--- src/rtl/inspeccion_pkg.sv ---
// Shared constants for the inspection-station scheduler.
//   State encodings for the scheduler FSM, plus the 2-bit result codes. The result
//   codes use the same encoding as the station's Mealy protocol side, so values can
//   be passed between the two without translation.
package inspeccion_pkg;

  localparam logic [2:0] ST_IDLE    = 3'd0;
  localparam logic [2:0] ST_SETTLE  = 3'd1;
  localparam logic [2:0] ST_INSPECT = 3'd2;
  localparam logic [2:0] ST_RESULT  = 3'd3;
  localparam logic [2:0] ST_RELEASE = 3'd4;

  localparam logic [1:0] RES_NONE    = 2'b00;
  localparam logic [1:0] RES_PASS    = 2'b01;
  localparam logic [1:0] RES_FAIL    = 2'b10;
  localparam logic [1:0] RES_TIMEOUT = 2'b11;

endpackage

--- src/rtl/rr_arbiter.sv ---
// Combinational round-robin picker.
//   req         in   N   request vector
//   ptr         in   PW  lane with highest priority this round
//   grant       out  N   one-hot grant (0 when no request)
//   grant_idx   out  PW  index of the granted lane
//   grant_valid out  1   at least one request present
module rr_arbiter #(
  parameter int N  = 4,
  parameter int PW = (N > 1) ? $clog2(N) : 1
) (
  input  logic [N-1:0]  req,
  input  logic [PW-1:0] ptr,
  output logic [N-1:0]  grant,
  output logic [PW-1:0] grant_idx,
  output logic          grant_valid
);

  logic [PW:0]   sum;
  logic [PW-1:0] idx;

  // Scan offsets from the far end back towards ptr so the closest requester at or
  // after ptr is the last one written and therefore wins.
  always_comb begin
    grant       = '0;
    grant_idx   = '0;
    grant_valid = 1'b0;
    sum         = '0;
    idx         = '0;
    for (int i = N - 1; i >= 0; i--) begin
      sum = {1'b0, ptr} + (PW + 1)'(i);
      if (sum >= (PW + 1)'(N)) sum = sum - (PW + 1)'(N);
      idx = sum[PW-1:0];
      if (req[idx]) begin
        grant       = '0;
        grant[idx]  = 1'b1;
        grant_idx   = idx;
        grant_valid = 1'b1;
      end
    end
  end

endmodule

--- src/rtl/inspeccion_scheduler.sv ---
// Shares one inspection station among N_LANES conveyor lanes.
//   Round-robin lane grant, part-settle delay, one-cycle start pulse to the station,
//   done wait with timeout, result classification and saturating pass/fail tallies.
// Ports:
//   clk, rst (async, active-low)
//   enable        new grants allowed (an in-flight job always completes)
//   lane_req      level request per lane (part present)
//   insp_done/insp_pass  station verdict pulse
//   clr_err       clears the sticky timeout flag
//   lane_grant    one-hot, held for the whole job
//   insp_start    one-cycle start pulse to the station
//   result_valid/result_code  one-cycle classified result
//   lane_release  granted lane may move its part out
//   pass_cnt, fail_cnt, err_timeout, busy
//
// state      | meaning
// -----------+--------------------------------------------------------------
// ST_IDLE    | no job; grant the next requesting lane when enabled
// ST_SETTLE  | part settling for SETTLE_CYC cycles; request drop aborts
// ST_INSPECT | start pulsed on first cycle; wait done or TIMEOUT_CYC cycles
// ST_RESULT  | one cycle: publish result, update tallies and error flag
// ST_RELEASE | hold grant until the granted lane drops its request
module inspeccion_scheduler
  import inspeccion_pkg::*;
#(
  parameter int N_LANES     = 4,
  parameter int SETTLE_CYC  = 3,
  parameter int TIMEOUT_CYC = 15,
  parameter int CNT_W       = 8
) (
  input  logic               clk,
  input  logic               rst,
  input  logic               enable,
  input  logic [N_LANES-1:0] lane_req,
  input  logic               insp_done,
  input  logic               insp_pass,
  input  logic               clr_err,
  output logic [N_LANES-1:0] lane_grant,
  output logic               insp_start,
  output logic               result_valid,
  output logic [1:0]         result_code,
  output logic               lane_release,
  output logic [CNT_W-1:0]   pass_cnt,
  output logic [CNT_W-1:0]   fail_cnt,
  output logic               err_timeout,
  output logic               busy
);

  localparam int PW   = (N_LANES > 1) ? $clog2(N_LANES) : 1;
  localparam int TMAX = (SETTLE_CYC > TIMEOUT_CYC) ? SETTLE_CYC : TIMEOUT_CYC;
  localparam int TW   = $clog2(TMAX + 1);

  localparam logic [TW-1:0]    SETTLE_LD  = TW'(SETTLE_CYC - 1);
  localparam logic [TW-1:0]    TIMEOUT_LD = TW'(TIMEOUT_CYC - 1);
  localparam logic [PW-1:0]    LAST_LANE  = PW'(N_LANES - 1);
  localparam logic [CNT_W-1:0] CNT_MAX    = '1;

  logic [2:0]         state_q, state_d;
  logic [N_LANES-1:0] grant_q, grant_d;
  logic [PW-1:0]      gidx_q,  gidx_d;
  logic [PW-1:0]      ptr_q,   ptr_d;
  logic [TW-1:0]      tmr_q,   tmr_d;
  logic [1:0]         code_q,  code_d;
  logic [CNT_W-1:0]   pass_q,  pass_d;
  logic [CNT_W-1:0]   fail_q,  fail_d;
  logic               err_q,   err_d;

  logic [N_LANES-1:0] arb_grant;
  logic [PW-1:0]      arb_idx;
  logic               arb_valid;
  logic               granted_req;
  logic               err_set;
  logic [PW-1:0]      ptr_after;

  rr_arbiter #(.N(N_LANES), .PW(PW)) u_arb (
    .req         (lane_req),
    .ptr         (ptr_q),
    .grant       (arb_grant),
    .grant_idx   (arb_idx),
    .grant_valid (arb_valid)
  );

  assign granted_req  = lane_req[gidx_q];
  assign ptr_after    = (gidx_q == LAST_LANE) ? '0 : gidx_q + 1'b1;

  assign lane_grant   = grant_q;
  assign busy         = (state_q != ST_IDLE);
  // The timer is freshly loaded on INSPECT entry, so the load value marks cycle one.
  assign insp_start   = (state_q == ST_INSPECT) && (tmr_q == TIMEOUT_LD);
  assign result_valid = (state_q == ST_RESULT);
  assign result_code  = result_valid ? code_q : RES_NONE;
  assign lane_release = (state_q == ST_RELEASE) && granted_req;
  assign pass_cnt     = pass_q;
  assign fail_cnt     = fail_q;
  assign err_timeout  = err_q;

  always_comb begin
    state_d = state_q;
    grant_d = grant_q;
    gidx_d  = gidx_q;
    ptr_d   = ptr_q;
    tmr_d   = tmr_q;
    code_d  = code_q;
    pass_d  = pass_q;
    fail_d  = fail_q;
    err_set = 1'b0;

    case (state_q)
      ST_IDLE: begin
        if (enable && arb_valid) begin
          state_d = ST_SETTLE;
          grant_d = arb_grant;
          gidx_d  = arb_idx;
          tmr_d   = SETTLE_LD;
        end
      end
      ST_SETTLE: begin
        if (!granted_req) begin
          state_d = ST_IDLE;
          grant_d = '0;
          ptr_d   = ptr_after;
        end else if (tmr_q == '0) begin
          state_d = ST_INSPECT;
          tmr_d   = TIMEOUT_LD;
        end else begin
          tmr_d = tmr_q - 1'b1;
        end
      end
      ST_INSPECT: begin
        // done is checked first so a verdict on the expiry cycle still counts
        if (insp_done) begin
          state_d = ST_RESULT;
          code_d  = insp_pass ? RES_PASS : RES_FAIL;
        end else if (tmr_q == '0) begin
          state_d = ST_RESULT;
          code_d  = RES_TIMEOUT;
        end else begin
          tmr_d = tmr_q - 1'b1;
        end
      end
      ST_RESULT: begin
        state_d = ST_RELEASE;
        if (code_q == RES_PASS) begin
          if (pass_q != CNT_MAX) pass_d = pass_q + 1'b1;
        end else begin
          if (fail_q != CNT_MAX) fail_d = fail_q + 1'b1;
        end
        err_set = (code_q == RES_TIMEOUT);
      end
      ST_RELEASE: begin
        if (!granted_req) begin
          state_d = ST_IDLE;
          grant_d = '0;
          ptr_d   = ptr_after;
        end
      end
      default: begin
        state_d = ST_IDLE;
        grant_d = '0;
      end
    endcase

    err_d = err_set ? 1'b1 : (clr_err ? 1'b0 : err_q);
  end

  always_ff @(posedge clk or negedge rst) begin
    if (!rst) begin
      state_q <= ST_IDLE;
      grant_q <= '0;
      gidx_q  <= '0;
      ptr_q   <= '0;
      tmr_q   <= '0;
      code_q  <= RES_NONE;
      pass_q  <= '0;
      fail_q  <= '0;
      err_q   <= 1'b0;
    end else begin
      state_q <= state_d;
      grant_q <= grant_d;
      gidx_q  <= gidx_d;
      ptr_q   <= ptr_d;
      tmr_q   <= tmr_d;
      code_q  <= code_d;
      pass_q  <= pass_d;
      fail_q  <= fail_d;
      err_q   <= err_d;
    end
  end

endmodule
--- config.mk ---
export PLATFORM = sky130hd
export DESIGN_NAME = inspeccion_scheduler
export DESIGN_NICKNAME = d
export VERILOG_FILES = /design/src/rtl/inspeccion_pkg.sv /design/src/rtl/rr_arbiter.sv /design/src/rtl/inspeccion_scheduler.sv
export SDC_FILE = /design/constraint.sdc
export NUM_CORES = 1
export LEC_CHECK = 0
export BUFFER_PORTS_ARGS = -buffer_cell sky130_fd_sc_hd__buf_2
export CAP_MARGIN = 30
export CORE_MARGIN = 3
export CORE_UTILIZATION = 55
export DETAILED_ROUTE_END_ITERATION = 12
export PLACE_DENSITY_LB_ADDON = 0.12
export REMOVE_ABC_BUFFERS = 1
export SLEW_MARGIN = 25
export SYNTH_ARGS = -nofsm -noshare
export SYNTH_HDL_FRONTEND = slang
export SYNTH_SLANG_ARGS = --single-unit
--- constraint.sdc ---
create_clock -name clk -period 3.1 [get_ports clk]
set_input_delay 0.155 -clock clk [delete_from_list [all_inputs] [get_ports clk]]
set_output_delay 0.155 -clock clk [all_outputs]
set_load 0.005 [all_outputs]
### After elaboration in Yosys (flattened, before gate mapping)

Index checks and enable logic that the tools add are counted.

* ROM bits: 0
* bits in writable memories: 0
* register bits: 34
* memories kept: 0
* bits in latches: 0
* word-level logic and storage cells: 135
* input bits: 10

* div/mod/pow operators: 0
* bitwise operators: 3
* reductions and logical operators: 23
* mux-type cells: 58
* $mul: 0
* eq/ne operators: 18
* add/subtract/negate cells: 11
* $lt $le $gt $ge: 13
* shift operators: 0

Operators by type and width (number)
* 4-bit 2-to-1 mux: 11
* 2-bit 2-to-1 mux: 13
* 4-bit case mux with 3 select lines: 2
* 3-bit 2-to-1 mux: 6
* 8-bit by 1-bit adder with 8-bit output, second input constant: 2
* 1-bit 2-to-1 mux: 16
* 8-bit inequality test, second input constant: 2
* 2-bit by 3-bit less-than comparator with 1-bit output, second input constant: 5
* 3-bit case mux with 5 select lines: 1
* 2-bit inequality test, second input constant: 6
* 1-bit binary-select mux with 2-bit select: 5
* 3-bit greater-or-equal comparator, second input constant: 3
* 3-bit AND reduction: 3
* 1-bit demux with 2-bit select: 4
* 2-bit by 1-bit greater-or-equal comparator with 1-bit output, second input constant: 4
* 2-bit by 1-bit subtractor with 2-bit output, second input constant: 4
* 1-bit logical AND: 7
* 2-bit by 2-bit adder with 3-bit output, second input constant: 2
* 3-bit by 2-bit == test with 1-bit output, second input constant: 2
* 2-bit AND reduction: 3
* 3-bit nonzero test: 2
* 5-bit AND reduction: 1
* 2-bit == test, second input constant: 2
* 4-bit == test, second input constant: 1
* other kinds (15): 19

### Depth between registers and ports, before layout

* depth in word-level cells: 13
* gate-level depth with buffers: 9
* gate-level depth less buffers: 7

### Cells and area by module

A second synthesis with hierarchy kept.

* cells, all modules: 258
* area total of the unflattened synthesis: 2496.1 µm²

By module, submodules not included
* inspeccion_scheduler: times used 1, sequential area each 850.8 µm², cells an instance 173, area an instance 1813.0 µm²
* rr_arbiter: times used 1, sequential area each 0.0 µm², cells an instance 85, area an instance 683.2 µm²

### Worst setup path after synthesis

Ideal clock, no wire load.

* kind: flip-flop to flip-flop
* from: register ptr_q[0]
* to: register grant_q[0], in the netlist lane_grant[0]
* data arrival time: 2.162 ns
* clock period less this slack: 2.288 ns
* library setup time: 0.126 ns
* stages on the path, launching flop included: 9
* setup slack: 0.812 ns
* cell sequence: dfrtp_1 -> clkbuf_1 -> inv_1 -> ha_1 -> clkbuf_1 -> mux4_2 -> a31oi_1 -> a311oi_1 -> a221o_1

* word-level cells in the longest chain between the ends: 13

RTL lines
* start, declared: line inspeccion_scheduler.sv:61 `logic [PW-1:0] ptr_q, ptr_d;`
* start signal, assigned: line inspeccion_scheduler.sv:181 `ptr_q <= ptr_d;`
* 2-bit by 2-bit adder with 3-bit output: line rr_arbiter.sv:30 `sum = {1'b0, ptr} + (PW + 1)'(i);`
* 3-bit greater-or-equal comparator or 2-bit by 1-bit subtractor with 2-bit output (tied branches): line rr_arbiter.sv:31 `if (sum >= (PW + 1)'(N)) sum = sum - (PW + 1)'(N);`
* 2-bit 2-to-1 mux: line rr_arbiter.sv:31
* 2-bit by 3-bit less-than comparator with 1-bit output (implied by the code) or 2-bit by 1-bit greater-or-equal comparator with 1-bit output (tied branches): line rr_arbiter.sv:35 `grant[idx] = 1'b1;`
* 1-bit logical AND (implied by the code): line rr_arbiter.sv:35
* 1-bit 2-to-1 mux (implied by the code): line rr_arbiter.sv:35
* 1-bit demux with 2-bit select
* 4-bit 2-to-1 mux (4 in series): line rr_arbiter.sv:33 `if (req[idx]) begin`
* 4-bit 2-to-1 mux: line inspeccion_scheduler.sv:110 `if (enable && arb_valid) begin`
* 4-bit case mux with 3 select lines: line inspeccion_scheduler.sv:108 `case (state_q)`
* end signal, assigned: line inspeccion_scheduler.sv:179 `grant_q <= grant_d;`
* end, declared: line inspeccion_scheduler.sv:59 `logic [N_LANES-1:0] grant_q, grant_d;`

Parallel ways exist; a longest one is shown, timed or not. The select of a mux whose other input is x is not followed.
A chain may end at the register's enable or synchronous reset.

### Final worst setup path

* from: register ptr_q[1]
* to: register grant_q[3], in the netlist lane_grant[3]

Same word-level chain as after synthesis.

==> results.md <==
- CTS tree: built
- Initial antenna violation count: 0
- IO Pins: 37
- Die height: ~69 um
- GRT Util Overall: between 10% and 20%
- ANT cells: 0
- Total gr overflow: 0
- Post-cts sizing count: 0
- P_int: 1.368 mW
- Worst R2R Path Depth: 6
- Mean Syn Cell Area: roughly 10 um2
- DRC: 0
- Final setup viols: 0
- Most common cell in the netlist: dfrtp_1
- Worst slew pin tran: 0.7859 ns
- Worst-skew pair later-pin latency: 0.29 ns
- Largest net degree at the start of global routing: 35
- Area growth syn-to-layout: 14.61%
- Vias per inst: about 5.7
- Final Hold Fails: 0
- Max Freq: ~0.45 GHz
- Post-DP HPWL: ~3100 um
- Ys Warns: 0
- I/O Buffers: 36
- Chip width: just under 70 um
- Site row count: 22
- Worst Hold Class: primary input to flip-flop
- Critical path class: flip-flop to flip-flop
- Maximum vdd drop: about 0.58 mV
- Clk root buf: clkbuf_8
- Status: completed
- Htree depth: 2
- P per Cell Area: approximately 900 nW/um2
- Sw Ratio: approximately 40%
- CP arrival: 2.39 ns
- Post-DR wirelength/cell: 14.14 um
- Area fraction of the dominant cell type after synthesis: between 30% and 40%
- Switching pwr: 0.9019 mW
- RSZ-0062 raised after global routing: false
- Worst path top cell family by delay: compound AO/OA/AOI/OAI gates
- First-pass GRT wire length: approximately 7500 um
- Hold Path Depth: 2
- Final Slew Violations: 0
- Max Cap Violations: 0
- Crit-path max FO: 9
- Setup TNS: 0 ns
- Period utilization: between 70% and 80%
- Worst relative slew slack: a little under half
- Starting DRT DRC Count: 93
- EDFF count, synth: 0
- Detailed Route WL: around 4300 um
- WHS: slightly below 0.05 ns
- Synth area leaders: dfrtp_1, ha_1, xor2_1
- Part of the power in registers: between 30% and 40%
- P_leak: 1.228 nW
- Area leader, netlist: dfrtp_1
- Vias in the first global route: ~1600
- Critical path depth in cells: 6
- CP Buf/Inv Count: 1
- Comb pwr share: between 40% and 50%
- Ys flop type: dfrtp_1
- CTS buffer count: 5
- Post-Syn Area: between 2000 and 2500 um2
- Post-layout min period: roughly 2.2 ns
- Pre-Repair DR Iteration Count: 4
- Top cells by count, synth: dfrtp_1, nand2_1, nor2_1
- Clock buffer depth: 2
- CP required: around 3.3 ns
- Layout cells sized above 1: 22.75%
- Die Area: about 4800 um2
- Cell count after synthesis: 219
- Core area: about 3800 um2
- Startpoint types: flip-flop
- Clk pwr share: roughly 22%
- Layout Nets: between 200 and 300
- Cell Chain, Critical Path: inv_1, ha_1, mux4_2, a31oi_1, a311oi_1, a221o_1
- Worst path slowest cell: dfrtp_1
- Post-synthesis sequential area ratio: between 30% and 40%
- Setup crit end kind: flip-flop
- Worst clock skew: 0.008417 ns
- Initial Util: around 59%
- Yosys cell types: 52
- Seq cells post-synth: 34
- Vias after detailed routing: about 1700
- Clock transition at path regs: about 0.08 ns
- Clk sinks: 34
- Pwr Total: approximately 2.3 mW
- GPL Wtd Cong: around 0.90
- Fraction of registers with async set or reset after synthesis: 100.0%
- Crit path largest cell delay: roughly 0.53 ns
- Post-DRT Antenna Nets: 0
## final timing paths
check,from,endpoint,slack (ns)
min reg2reg,pass_cnt[6],pass_cnt[6],0.48
max reg2reg,ptr_q[1],lane_grant[3],0.88
min,clr_err,err_timeout,0.05
min in group asynchronous,rst,pass_cnt[0],0.47
max in group asynchronous,rst,fail_cnt[5],2.14
max,ptr_q[1],lane_grant[3],0.88
## area by class of cell
| cell class | instances | area, um2 |
|---|---|---|
| timing repair buffer | 38 | 197.7 |
| clock inverter | 3 | 68.82 |
| clock buffer | 5 | 68.82 |
| tap | 48 | 60.06 |
| multi-input combinational | 166 | 1252 |
| inverter | 9 | 33.78 |
| sequential | 34 | 850.8 |
| fill | 310 | 1239 |
## per-stage QoR
stage	utilization [%]	std cells	worst slack [ns]	instance area (um2)
CTS	67.15	303	0.8895	2532
global placement	63.24	294	0.9741	2385
detailed placement	63.24	294	0.8957	2385
finish	67.15	303	0.8818	2532
floorplan	-	209	0.8573	2137
global route	67.15	303	0.6993	2532
## power by group through the flow
| stage | Clock (mW) | Sequential [mW] | Combinational (mW) |
|---|---|---|---|
| floorplan | 0 | 0.727 | 0.773 |
| global placement | 0 | 0.736 | 1.02 |
| detailed placement | 0 | 0.735 | 1.04 |
| CTS | 0.504 | 0.728 | 1.05 |
| global route | 0.528 | 0.761 | 1.18 |
| finish | 0.498 | 0.728 | 1.04 |
## flip-flops by register name (all words and copies together) (netlist names)
| signal | count |
|---|---|
| code_q | 2 |
| tmr_q | 4 |
| pass_cnt | 8 |
| gidx_q | 2 |
| lane_grant | 4 |
| err_timeout | 1 |
| fail_cnt | 8 |
| state_q | 3 |
| ptr_q | 2 |
## worst reg2reg max path, cell delays in order (launching register included)
cell      delay, ns
dfrtp_1        0.53
inv_1          0.17
ha_1           0.45
mux4_2         0.42
a31oi_1        0.18
a311oi_1       0.11
a221o_1        0.26
## placed cells by master, fill, tap and decap left out, types with 3 or more instances in the layout
| cell type | netlist | layout |
|---|---|---|
| dfrtp_1 | 34 | 34 |
| inv_1 | 9 | 9 |
| o21ai_1 | 4 | 4 |
| a21oi_1 | 5 | 5 |
| a221o_1 | 4 | 4 |
| a31oi_1 | 6 | 6 |
| xor2_1 | 9 | 9 |
| mux2i_1 | 3 | 3 |
| o21ai_0 | 6 | 6 |
| clkbuf_8 | 0 | 5 |
| nand2b_1 | 4 | 4 |
| a311oi_1 | 4 | 4 |
| xnor2_1 | 7 | 7 |
| nor2b_1 | 6 | 6 |
| nor3_1 | 5 | 5 |
| nor2_1 | 17 | 17 |
| mux2_2 | 5 | 5 |
| ha_1 | 13 | 13 |
| buf_2 | 1 | 36 |
| nand2_1 | 18 | 18 |
| o211ai_1 | 4 | 4 |
| nand3_1 | 8 | 8 |
| and2_1 | 3 | 3 |
## cells by family (layout without fill, tap and decap cells)
kind of cell    count (synthesis)  count (layout)  share of synthesized area, %
compound gates                 50              50                         17.55
mux                            11              11                         7.135
xor+xnor                       16              16                         6.342
buf+inv                        19              55                         4.813
fa+ha+maj                      13              13                         7.361
simple gates                   76              76                         18.29
flops                          34              34                         38.51
## per-layer routing
layer,global-route usage (%),part of all wire [%],vias to the layer above
met5,0,0,-
met4,3.688,0.49,0
met3,3.768,4.0,5
met2,28.50,46,31
met1,27.67,50,811
li1,-,-,867
## timing repair
item,CTS,global route
hold endpoints to repair,34,0
setup buffers,0,0
hold buffers,1,0
Note: power is estimated with default switching activity, not from simulation.
